### src/rtl/pesanteur_if.sv
// Request/feedback bundle between the pesanteur control stage and the brick pile counter.
// The pile side (master) drives button, pause and height; pesanteur (slave) returns the pulses.
interface pesanteur_if;
  logic       btn_up;
  logic       pause;
  logic [2:0] Hauteur;
  logic       Plus;
  logic       Moins;

  modport master (output btn_up, output pause, output Hauteur, input Plus, input Moins);
  modport slave  (input btn_up, input pause, input Hauteur, output Plus, output Moins);
endinterface

### src/rtl/pesanteur.sv
// Brick pile control stage: debounced "add brick" presses become Plus pulses, a gravity timer
// produces Moins pulses while the pile is non-empty, every pulse being followed by an idle cycle.
module pesanteur #(
  parameter int GRAVITY_PERIOD  = 50_000_000,
  parameter int DEBOUNCE_CYCLES = 500_000,
  parameter int MAX_HEIGHT      = 7
) (
  input  logic      clk,
  input  logic      reset,
  pesanteur_if.slave bus
);

  localparam int DB_W = (DEBOUNCE_CYCLES > 1) ? $clog2(DEBOUNCE_CYCLES) : 1;
  localparam int GR_W = $clog2(GRAVITY_PERIOD);
  localparam logic [DB_W-1:0] DB_LAST = DB_W'(DEBOUNCE_CYCLES - 1);
  localparam logic [GR_W-1:0] GR_LAST = GR_W'(GRAVITY_PERIOD - 1);
  localparam logic [2:0]      MAX_H   = 3'(MAX_HEIGHT);

  typedef enum logic [1:0] {
    IDLE    = 2'd0,
    PULSE_P = 2'd1,
    PULSE_M = 2'd2,
    GAP     = 2'd3
  } state_t;

  logic            sync_p0;
  logic            sync_p1;
  logic            d;
  logic [DB_W-1:0] db_cnt;
  logic            db_fire;
  logic            d_rise;

  logic [GR_W-1:0] grav_cnt;
  logic            grav_wrap;
  logic            pile_empty;

  logic            press_pend;
  logic            grav_pend;
  logic            clr_press;
  logic            clr_grav;

  state_t          state;
  state_t          state_nxt;

  // Stage p0/p1: two-flop synchronizer for the asynchronous button
  always_ff @(posedge clk) begin
    if (reset) begin
      sync_p0 <= 1'b0;
      sync_p1 <= 1'b0;
    end else begin
      sync_p0 <= bus.btn_up;
      sync_p1 <= sync_p0;
    end
  end

  // Debounce: the counter only runs while the synchronized level disagrees with d
  assign db_fire = (sync_p1 != d) && (db_cnt == DB_LAST);
  assign d_rise  = db_fire && sync_p1;

  always_ff @(posedge clk) begin
    if (reset) begin
      d      <= 1'b0;
      db_cnt <= '0;
    end else if (sync_p1 == d) begin
      db_cnt <= '0;
    end else if (db_fire) begin
      d      <= sync_p1;
      db_cnt <= '0;
    end else begin
      db_cnt <= db_cnt + 1'b1;
    end
  end

  // Gravity timer: parked at zero on an empty pile, frozen (with its pending drop) while paused
  assign pile_empty = (bus.Hauteur == 3'd0);
  assign grav_wrap  = !pile_empty && !bus.pause && (grav_cnt == GR_LAST);

  always_ff @(posedge clk) begin
    if (reset) begin
      grav_cnt <= '0;
    end else if (pile_empty) begin
      grav_cnt <= '0;
    end else if (!bus.pause) begin
      grav_cnt <= grav_wrap ? '0 : grav_cnt + 1'b1;
    end
  end

  // A new request arriving on the consuming edge wins, so it is not lost
  always_ff @(posedge clk) begin
    if (reset) begin
      press_pend <= 1'b0;
      grav_pend  <= 1'b0;
    end else begin
      if (d_rise) begin
        press_pend <= 1'b1;
      end else if (clr_press) begin
        press_pend <= 1'b0;
      end
      if (grav_wrap) begin
        grav_pend <= 1'b1;
      end else if (clr_grav) begin
        grav_pend <= 1'b0;
      end
    end
  end

  always_ff @(posedge clk) begin
    if (reset) begin
      state <= IDLE;
    end else begin
      state <= state_nxt;
    end
  end

  // Height is only trusted in IDLE, where the pile counter has already absorbed the last pulse
  always_comb begin
    state_nxt = state;
    clr_press = 1'b0;
    clr_grav  = 1'b0;
    unique case (state)
      IDLE: begin
        if (press_pend) begin
          clr_press = 1'b1;
          if (bus.Hauteur < MAX_H) begin
            state_nxt = PULSE_P;
          end
        end else if (grav_pend) begin
          clr_grav = 1'b1;
          if (!pile_empty) begin
            state_nxt = PULSE_M;
          end
        end
      end
      PULSE_P: state_nxt = GAP;
      PULSE_M: state_nxt = GAP;
      GAP:     state_nxt = IDLE;
      default: state_nxt = IDLE;
    endcase
  end

  assign bus.Plus  = (state == PULSE_P);
  assign bus.Moins = (state == PULSE_M);

endmodule

### src/flat_wrapper.sv
// flat-port wrapper written by rule: the top's interface ports become plain ports
module pesanteur_flat 
#(
  parameter int GRAVITY_PERIOD  = 50_000_000,
  parameter int DEBOUNCE_CYCLES = 500_000,
  parameter int MAX_HEIGHT      = 7
)
  (clk, reset, bus_btn_up, bus_pause, bus_Hauteur, bus_Plus, bus_Moins);
  pesanteur_if bus_i ();
  input  logic clk;
  input  logic reset;
  input wire logic [$bits(bus_i.btn_up)-1:0] bus_btn_up;
  input wire logic [$bits(bus_i.pause)-1:0] bus_pause;
  input wire logic [$bits(bus_i.Hauteur)-1:0] bus_Hauteur;
  output wire logic [$bits(bus_i.Plus)-1:0] bus_Plus;
  output wire logic [$bits(bus_i.Moins)-1:0] bus_Moins;
  assign bus_i.btn_up = bus_btn_up;
  assign bus_i.pause = bus_pause;
  assign bus_i.Hauteur = bus_Hauteur;
  assign bus_Plus = bus_i.Plus;
  assign bus_Moins = bus_i.Moins;
  pesanteur #(.GRAVITY_PERIOD(GRAVITY_PERIOD), .DEBOUNCE_CYCLES(DEBOUNCE_CYCLES), .MAX_HEIGHT(MAX_HEIGHT)) u_core (.clk(clk), .reset(reset), .bus(bus_i));
endmodule
### config.mk
export PLATFORM = sky130hd
export DESIGN_NAME = pesanteur_flat
export DESIGN_NICKNAME = d
export VERILOG_FILES = /design/src/rtl/pesanteur_if.sv /design/src/rtl/pesanteur.sv /design/src/flat_wrapper.sv
export SDC_FILE = /design/constraint.sdc
export NUM_CORES = 1
export LEC_CHECK = 0
export BUFFER_PORTS_ARGS = -buffer_cell sky130_fd_sc_hd__buf_4
export CORE_MARGIN = 1.5
export CORE_UTILIZATION = 27
export DETAILED_ROUTE_END_ITERATION = 8
export PLACE_DENSITY_LB_ADDON = 0.25
export SKIP_CTS_REPAIR_TIMING = 1
export SLEW_MARGIN = 15
export SYNTH_ARGS = -nofsm -noshare
export SYNTH_HDL_FRONTEND = slang
export SYNTH_SLANG_ARGS = --single-unit
### constraint.sdc
create_clock -name clk -period 5.35 [get_ports clk]
set_clock_uncertainty 0.05 [all_clocks]
set_input_delay 0.2675 -clock clk [delete_from_list [all_inputs] [get_ports clk]]
set_output_delay 0.2675 -clock clk [all_outputs]
set_load 0.01 [all_outputs]
==> results of run 1 <==
==> flip-flops by register name, summed over array words and instances (netlist names) <==
register / flops
u_core.grav_cnt: 26
u_core.sync_p0: 1
u_core.d: 1
u_core.sync_p1: 1
u_core.press_pend: 1
u_core.state: 2
u_core.grav_pend: 1
u_core.db_cnt: 19
==> cell families (layout without fill, tap and decap cells) <==
family          Yosys count  in the layout
fa+ha+maj                 6              6
simple gates            146            146
xor+xnor                 40             40
flops                    52             52
buf+inv                  17             25
mux                       2              2
compound gates           15             15
==> metrics by stage <==
step	instance area (sq um)	power [W]	util [%]
after floorplan	2435	0.0004487	-
final	2675	0.0006938	30.67
after CTS	2675	0.0007044	30.67
after detailed placement	2577	0.0004657	29.56
after global routing	2675	0.0007312	30.67
after global placement	2577	0.0004657	29.56
==> cells in the final DEF, fill, tap and decap left out, types with 2 or more instances in the layout <==
cell and n:
nor2_1 53, dfxtp_1 52, xor2_1 26, nand2_1 20
nand3_1 15, xnor2_1 14, nand4_1 13, inv_1 9
buf_4 8, nor3_1 7, a21oi_1 6, ha_1 6
clkbuf_8 6, nor2b_1 5, o21ai_0 4, nand2b_1 3
and4_1 3, nor3_2 3, nand3b_1 3, nor4_1 2
nand4b_1 2, and2_1 2, or3_1 2, nor4b_1 2
or2_2 2, nor4_2 2, mux2i_1 2, clkinvlp_4 2
==> worst max-delay path, cell delays in order (launching register included) <==
cell and delay (ps):
dfxtp_1 360, ha_1 210, and4_1 260, nand4_1 150, nor3_2 270, or2_1 530
nor2_1 110
==> final timing paths <==
| path | end | slack, ps | cells past startpoint |
|---|---|---|---|
| setup / recovery | u_core.db_cnt[16] | 3280 | 6 |
| hold / removal | u_core.sync_p0 | 110 | 2 |
| setup reg to reg | u_core.db_cnt[16] | 3280 | 6 |
| hold reg to reg | u_core.sync_p1 | 400 | 1 |
==> per-layer routing <==
layer,track usage (%),up-vias,wire length [um]
li1,-,947,-
met1,13.30,814,2268
met2,15.97,12,2018
met3,2.577,5,98
met4,4.286,0,59
met5,0,-,0
==> where the power goes <==
group          total (W)  internal (W)  switching, W
Combinational  0.0000577     0.0000258     0.0000319
Clock           0.000238      0.000105      0.000133
Sequential      0.000398      0.000393    0.00000474
Total           0.000694      0.000524      0.000170
==> layout make-up <==
class | instances | area, sq um
multi-input cells | 209 | 1308
clock inverters | 2 | 15.01
repair buffers | 8 | 60.06
inverters | 9 | 33.78
clock buffers | 6 | 82.58
well taps | 108 | 135.1
flip-flops and latches | 52 | 1041
fillers | 914 | 6046
==> qor.yml, run 1 <==
outcome:
  status: "complete, no violations"
layout:
  instances_no_fill: 394
  drive_gt1_share_pct: 8.741
  nNetsFinal: 298
  area_growth_pct: 9.867
  n_antenna_cell: 0
critical_path:
  rr_startpoint: "u_core.db_cnt[0]"
  startpoint: "u_core.db_cnt[0]"
  crit_type: "register to register"
  end_kind: "register"
  startpoint_type: "register"
  crit_arrival_ps: 2190
  required_ps: 5470
  cp_max_fo: 17
clocking:
  htree_levels: 2
  worstSkewPairLatency_ps: 310
  tritoncts.num_buffers: 5
  tritoncts: "done"
  clkTransAtPathRegs_ps: 100
  cts.sinks: 52
  clockBufferDepth: 2
  clock-root-buffer: "clkbuf_8"
placement:
  portBuffers: 8
  numPlacedInstances: 386
  gp_congestion: 0.7316
  dp_slack_ps: 3242
  hpwl_um: 3197
sta:
  finalSetupTns_ps: 0
  timing.fmax_mhz: 483.9
  layout_setup_ws_ps: 3283
  slew-limit-headroom_pct: 52.22
  hold_viol: 0
  setup_viol: 0
  drv_slew: 0
  whs_ps: 112.9
  rsz0062_at_grt: "false"
  period_share_pct: 38.63
  fin_crit_ps: 2067
  worst_slew_pin_slew_ps: 707.8
floorplanning:
  initial_core_util_pct: 27.92
  die_h_um: 97.96
  core-area_sq_mm: 0.008721
  pin_count: 9
  rows: 34
  dieArea_sq_mm: 0.009596
  die_x_um: 97.96
global_route:
  track_usage_pct: 10.18
  grt_max_degree: 18
  grt_pass1_vias: 1764
  grt_pass1_wl_um: 8052
  antenna_found_initial: 0
  grt_overflow: 0
synth:
  synth_ff_type: "dfxtp_1"
  yosysMostFrequentCell: "nor2_1"
  synth_top_cell_area_share_pct: 42.75
  synth_mux_area_share_pct: 0.8222
  syn_avg_cell_area_sq_um: 8.758
  synth_fa_ha_area_share_pct: 3.083
  yosys.area_share.simple_pct: 31.29
  yosysSeqAreaShare_pct: 42.75
  synth_compound_area_share_pct: 4.111
  ys_top_cells_by_area: "dfxtp_1 43%, xor2_1 9.4%, nor2_1 8.2%"
  synth_enable_flop_cells: 0
  syn_inst: 278
  ys_types: 40
  syn_nets: 291
  synthArstFlopShare_pct: 0
  synth_seq_cells: 52
  syn_area_sq_mm: 0.002435
  ys_top_cells_by_count: "53 x nor2_1, 52 x dfxtp_1, 26 x xor2_1"
  yosys_warnings: 0
  synth_top_family_by_area: "simple AND/OR/NAND/NOR gates"
  synth-xor-area-share_pct: 14.39
  yosys.area.top_type: "dfxtp_1"
job:
  cap_violations: 0
routing:
  drc: 0
  vias: 1778
  drtPass1Iterations: 4
  ant_nets: 0
  drt-wirelength-per-cell_um: 11.28
  drt-initial-drc-count: 58
  drt-total-wl_um: 4445
  via_per_inst: 4.513
hold_path:
  hold_start: "bus_btn_up"
  hp-class: "primary input to register"
power:
  p_leak_nw: 0.8653
  power.density_mw_per_mm2: 259.4
  peakVddDrop_uv: 100.8
(Power assumes the default switching activity.)
==> run 2, diff against run 1 <==
--- a/config.mk
+++ b/config.mk
@@ -5,6 +5,7 @@
 export SDC_FILE = /design/constraint.sdc
 export NUM_CORES = 1
 export LEC_CHECK = 0
+export ABC_AREA = 1
 export BUFFER_PORTS_ARGS = -buffer_cell sky130_fd_sc_hd__buf_4
 export CORE_MARGIN = 1.5
 export CORE_UTILIZATION = 27
==> constraint.sdc (replaced) <==
create_clock -name clk -period 1.7 [get_ports clk]
set_clock_uncertainty 0.05 [all_clocks]
set_input_delay 0.085 -clock clk [delete_from_list [all_inputs] [get_ports clk]]
set_output_delay 0.085 -clock clk [all_outputs]
set_load 0.01 [all_outputs]
==> run 2 against run 1 <==
Net effect: combinational power increased to 4.5 times the previous value; final area increased by 28%; wire length rose by 52%; sequential power rose to 3.1 times the previous value; non-clock buffer count is 11 higher; hold slack worse by 63 ps; via count rose by 50%; total power grew to 3.5 times the previous value; final cell count is 56% higher.
==> qor.yml, run 2 <==
outcome:
  status: "complete, no violations"
global_route:
  track_usage_pct: 12.54  # +2.4 points
  grt_max_degree: 16  # -2
  grt_overflow: 0  # unchanged
  busiest_layer: "met2"
  met1_usage_pct: 14.29  # +1.0 points
  antenna_found_initial: 0  # unchanged
  grt_pass1_vias: 2610  # +48%
  grt_pass1_wl_um: 11560  # +44%
  met3_usage_pct: 2.773  # +0.20 points
  met2_usage_pct: 22.78  # +6.8 points
sta:
  hold_viol: 0  # unchanged
  rsz0062_at_grt: "false"
  setup_viol: 0  # unchanged
  period_share_pct: 90.10  # +51 points
  timing.fmax_mhz: 652.9  # +35%
  finalSetupTns_ps: 0  # unchanged
  slew-limit-headroom_pct: 79.90  # +28 points
  worst_slew_pin_slew_ps: 301.5  # -406.3 ps
  fin_crit_ps: 1532  # -534.9 ps
  drv_slew: 0  # unchanged
routing:
  drtPass1Iterations: 4  # unchanged
  drt-initial-drc-count: 83  # +43%
  drt-total-wl_um: 6744  # +52%
  via_per_inst: 4.364  # -3.3%
  drt-wirelength-per-cell_um: 11.00  # -2.5%
  drc: 0  # unchanged
  vias: 2675  # +50%
  ant_nets: 0  # unchanged
layout:
  finish.utilization_pct: 31.52  # +0.85 points
  nNetsFinal: 485  # +63%
  top_regs: "u_core.grav_cnt (26), u_core.db_cnt (19), u_core.state (2)"
  n_antenna_cell: 0  # unchanged
  largest_reg_flops: 26  # unchanged
  final_cell_mix: "113 x nand2_1, 88 x nor2_1, 54 x inv_1"
  area_growth_pct: 13.74
  regMostFlops: "u_core.grav_cnt"
  final_common_cell: "nand2_1"
  drive_gt1_share_pct: 13.74  # +5.0 points
synth:
  yosys_warnings: 0  # unchanged
  synth_enable_flop_cells: 0  # unchanged
  ys_top_cells_by_area: "dfxtp_1 35%, nand2_1 14%, nor2_1 11%"
  synth_top_cell_area_share_pct: 34.65  # -8.1 points
  syn_inst: 449  # +62%
  syn_avg_cell_area_sq_um: 6.691  # -24%
  synthArstFlopShare_pct: 0  # unchanged
  synth_ff_type: "dfxtp_1"
  syn_area_sq_mm: 0.003004  # +23%
  yosysMostFrequentCell: "nand2_1"
  ys_top_cells_by_count: "113 x nand2_1, 88 x nor2_1, 54 x inv_1"
  synth_seq_cells: 52  # unchanged
  ys_types: 32  # -20%
  yosysSeqAreaShare_pct: 34.65  # -8.1 points
  syn_nets: 462  # +59%
  yosys.area.top_type: "dfxtp_1"
floorplanning:
  rows: 38  # +12%
  dieArea_sq_mm: 0.01177  # +23%
  core-area_sq_mm: 0.01084  # +24%
  pin_count: 9  # unchanged
  die_x_um: 108.5  # +11%
  die_h_um: 108.5  # +11%
  initial_core_util_pct: 27.71  # -0.21 points
placement:
  gp_congestion: 0.8462  # +16%
  portBuffers: 8  # unchanged
  hpwl_um: 5351  # +67%
power:
  p_leak_nw: 1.242  # +44%
  power.density_mw_per_mm2: 718.3  # +180%
  peakVddDrop_uv: 274.7  # +170%
job:
  cap_violations: 0  # unchanged
critical_path:
  crit_type: "register to register"
  cp_max_fo: 12  # -5
  end_kind: "register"
  required_ps: 1850  # -3620 ps
  crit_arrival_ps: 1680  # -510 ps
  startpoint_type: "register"
clocking:
  clockBufferDepth: 2  # unchanged
  worstSkewPairLatency_ps: 320  # about the same
  tritoncts: "done"
  clock-root-buffer: "clkbuf_8"
  tritoncts.num_buffers: 5  # unchanged
  cts.sinks: 52  # unchanged
  clkTransAtPathRegs_ps: 90  # about the same
  htree_levels: 2  # unchanged
hold_path:
  hp-class: "primary input to register"
==> run 2: per-layer routing <==
layer	part of all wire, %	wire length [um]	vias to the layer above
met4	1.8	123	0
met5	0	0	-
met3	2.2	145	11
li1	-	-	1445
met2	48	3250	15
met1	48	3226	1204
==> run 2: layout make-up <==
class	count	area, sq um
clock buffer	7	96.34
multi-input combinational	336	1700
tap	140	175.2
clock inverter	1	30.03
sequential	52	1042
timing repair buffer	19	150.1
fill	1216	7423
inverter	58	222.7
==> run 2: cells by family (layout without fill, tap and decap cells) <==
family	count (synthesis)	count (layout)	synth area share, %
DFF	52	52	34.65
buffers and inverters	61	85	8.830
and+or+nand+nor	284	284	43.69
adders and majority gates	6	6	2.499
xor gates and xnor gates	14	14	4.082
AOI/OAI and AO/OA	32	32	6.248
==> run 2: final timing paths <==
| check | depth (start not counted) | slack, ps | to | startpoint |
|---|---|---|---|---|
| min reg2reg | 2 | 360 | u_core.sync_p1 | u_core.sync_p0 |
| max | 8 | 170 | u_core.grav_cnt[3] | u_core.grav_cnt[1] |
| max reg2reg | 8 | 170 | u_core.grav_cnt[3] | u_core.grav_cnt[1] |
| min | 3 | 50 | u_core.grav_cnt[0] | bus_pause |
==> run 2: report_power, final <==
group / switching (W) / internal (W)
Clock: 0.000423 / 0.000520
Sequential: 0.0000125 / 0.00124
Combinational: 0.000157 / 0.000102
Total: 0.000593 / 0.00186
==> run 2: worst max-delay path: stages (launching register included) <==
cell and delay, ps:
dfxtp_1 390, ha_2 230, nand2_4 80, nor2_8 120
nand2_4 100, nor2_8 110, nand2_4 70, nand2_4 200
nor3_1 70
==> run 2: metrics by stage <==
step                      cells  setup slack [ps]  power [W]  area (sq um)  hold WS (ps)
final                       613             168.3   0.002454          3417         50.21
after floorplan             449             272.2   0.001462          3004         104.1
after CTS                   610             130.0   0.002489          3383        -76.98
after detailed placement    602             147.8   0.001536          3257         261.0
after global routing        613             4.328   0.002588          3417         53.06
after global placement      602             167.2   0.001529          3257         263.0
==> run 3, diff against run 2 <==
--- a/config.mk
+++ b/config.mk
@@ -8,7 +8,7 @@
 export ABC_AREA = 1
 export BUFFER_PORTS_ARGS = -buffer_cell sky130_fd_sc_hd__buf_4
 export CORE_MARGIN = 1.5
-export CORE_UTILIZATION = 27
+export CORE_UTILIZATION = 50
 export DETAILED_ROUTE_END_ITERATION = 8
 export PLACE_DENSITY_LB_ADDON = 0.25
 export SKIP_CTS_REPAIR_TIMING = 1
==> constraint.sdc (replaced) <==
create_clock -name clk -period 1.96 [get_ports clk]
set_clock_uncertainty 0.05 [all_clocks]
set_input_delay 0.098 -clock clk [delete_from_list [all_inputs] [get_ports clk]]
set_output_delay 0.098 -clock clk [all_outputs]
set_load 0.01 [all_outputs]
==> run 3 against run 2 <==
Net effect: maximum frequency is 6.8% lower; critical path type unchanged; largest cell class unchanged; global-route usage up 8.3 points; first-iteration DRC count grew 69%; largest power group unchanged; highest routed layer unchanged; total power shrank 16%; final cell count fell by 12%.
==> qor.yml, run 3 (synthesis results as in run 2) <==
critical_path:
  r2r.worst_path.cells: 6  # -2
  required_ps: 2100  # +250 ps
  reg2reg_slack_ps: 320  # +150 ps
  startpoint: "u_core.db_cnt[0]"
  max_stage_delay_ps: 410  # +20 ps
  cp_top_family: "simple AND/OR/NAND/NOR gates"
  critical_path_depth: 6  # -2
  reg2reg_to: "u_core.db_cnt[15]"
  crit_slowest_cell: "dfxtp_1"
  cp_max_fo: 19  # +7
  end_kind: "register"
  crit_top_cell: "nor2_1"
  crit_type: "register to register"
  path_cells: "ha_1 > nand3_2 > nor2_1 > nand3_1 > nand3b_2 > nor2_1"
  path_buf_inv: 0  # unchanged
  startpoint_type: "register"
  crit_arrival_ps: 1790  # +110 ps
  endpoint: "u_core.db_cnt[15]"
  rr_startpoint: "u_core.db_cnt[0]"
layout:
  n_antenna_cell: 0  # unchanged
  area_growth_pct: 8.205
  drive_gt1_share_pct: 11.85  # -1.9 points
  final_common_cell: "nand2_1"
  largest_reg_flops: 26  # unchanged
  nNetsFinal: 476  # -1.9%
  top_regs: "u_core.grav_cnt (26), u_core.db_cnt (19), u_core.state (2)"
  final_cell_mix: "113 x nand2_1, 88 x nor2_1, 54 x inv_1"
  final_area_sq_mm: 0.003251  # -4.9%
  fillers: 581  # -52%
  regMostFlops: "u_core.grav_cnt"
power:
  peakVddDrop_uv: 400.3  # +46%
  p_leak_nw: 1.189  # -4.3%
  power.density_mw_per_mm2: 632.7  # -12%
routing:
  drt-initial-drc-count: 140  # +69%
  drc: 0  # unchanged
  vias: 2651  # -0.90%
  drtPass1Iterations: 4  # unchanged
  drt-total-wl_um: 6049  # -10%
  drt-wirelength-per-cell_um: 11.22  # +2.0%
  via_per_inst: 4.918  # +13%
  ant_nets: 0  # unchanged
floorplanning:
  core-area_sq_mm: 0.005851  # -46%
  initial_core_util_pct: 51.35  # +24 points
  dieArea_sq_mm: 0.006482  # -45%
  rows: 28  # -26%
  die_h_um: 80.51  # -26%
  die_x_um: 80.51  # -26%
  pin_count: 9  # unchanged
hold_path:
  worstHoldPathCells: 3  # unchanged
  hp-class: "primary input to register"
sta:
  slew-limit-headroom_pct: 71.18  # -8.7 points
  setup_viol: 0  # unchanged
  rsz0062_at_grt: "false"
  period_share_pct: 83.88  # -6.2 points
  timing.fmax_mhz: 608.2  # -6.8%
  hold_viol: 0  # unchanged
  fin_crit_ps: 1644  # +112.4 ps
  worst_slew_pin_slew_ps: 430.0  # +128.5 ps
  finalSetupTns_ps: 0  # unchanged
  drv_slew: 0  # unchanged
global_route:
  track_usage_pct: 20.88  # +8.3 points
  antenna_found_initial: 0  # unchanged
  grt_max_degree: 20  # +4
  grt_pass1_wl_um: 10590  # -8.4%
  grt_overflow: 0  # unchanged
  grt_pass1_vias: 2341  # -10%
job:
  cap_violations: 0  # unchanged
clocking:
  cts.sinks: 52  # unchanged
  tritoncts.num_buffers: 5  # unchanged
  clockBufferDepth: 2  # unchanged
  clock-root-buffer: "clkbuf_8"
  tritoncts: "done"
  worstSkewPairLatency_ps: 310  # about the same
  htree_levels: 2  # unchanged
  clkTransAtPathRegs_ps: 100  # about the same
outcome:
  status: "complete, no violations"
placement:
  gp_congestion: 0.9357  # +11%
  dpl_cell_area_sq_mm: 0.003115  # -4.3%
  portBuffers: 8  # unchanged
  hpwl_um: 4603  # -14%
run 3: how the worst min path moves through the flow:
stage	start	to	slack, ps
after floorplan	reset	u_core.grav_pend	120
after global placement	reset	u_core.grav_pend	250
after detailed placement	reset	u_core.sync_p1	260
after CTS	reset	u_core.press_pend	-80
after global routing	bus_pause	u_core.grav_cnt[0]	90
final	bus_pause	u_core.grav_cnt[0]	70
run 3: worst reg2reg max path, stage by stage, from the launching register on:
cell	delay, ps
dfxtp_1	410
ha_1	250
nand3_2	140
nor2_1	130
nand3_1	110
nand3b_2	350
nor2_1	90
run 3: stage by stage:
stage | hold WS (ps) | power [W] | cells | utilization [%] | setup WS (ps)
after floorplan | 117.1 | 0.001268 | 449 | - | 532.2
after global placement | 254.6 | 0.001315 | 529 | 53.25 | 390.2
after detailed placement | 258.8 | 0.001320 | 529 | 53.25 | 309.6
after CTS | -82.50 | 0.002081 | 537 | 55.22 | 304.4
after global routing | 89.46 | 0.002162 | 539 | 55.56 | 145.4
final | 74.81 | 0.002057 | 539 | 55.56 | 315.9
run 3: metal layers:
layer / vias to the layer above / GRT usage [%] / routed length, um
li1: 1431 / - / -
met1: 1166 / 29.97 / 3264
met2: 50 / 31.43 / 2485
met3: 4 / 3.750 / 246
met4: 0 / 6.379 / 53
met5: - / 0 / 0
run 3: where the power goes:
| part | internal [W] | switching, W | total, W |
|---|---|---|---|
| logic | 0.0000812 | 0.000130 | 0.000211 |
| registers | 0.00108 | 0.0000119 | 0.00109 |
| clock network | 0.000385 | 0.000373 | 0.000758 |
| total | 0.00154 | 0.000515 | 0.00206 |
run 3: layout make-up:
type / count / area, sq um / area share [%]
Clock buffer: 5 / 68.82 / 2.117
Tap cell: 75 / 93.84 / 2.887
Sequential cell: 52 / 1041 / 32.02
Multi-Input combinational cell: 336 / 1698 / 52.23
Timing Repair Buffer: 10 / 80.08 / 2.463
Clock inverter: 3 / 46.29 / 1.424
Inverter: 58 / 222.7 / 6.851
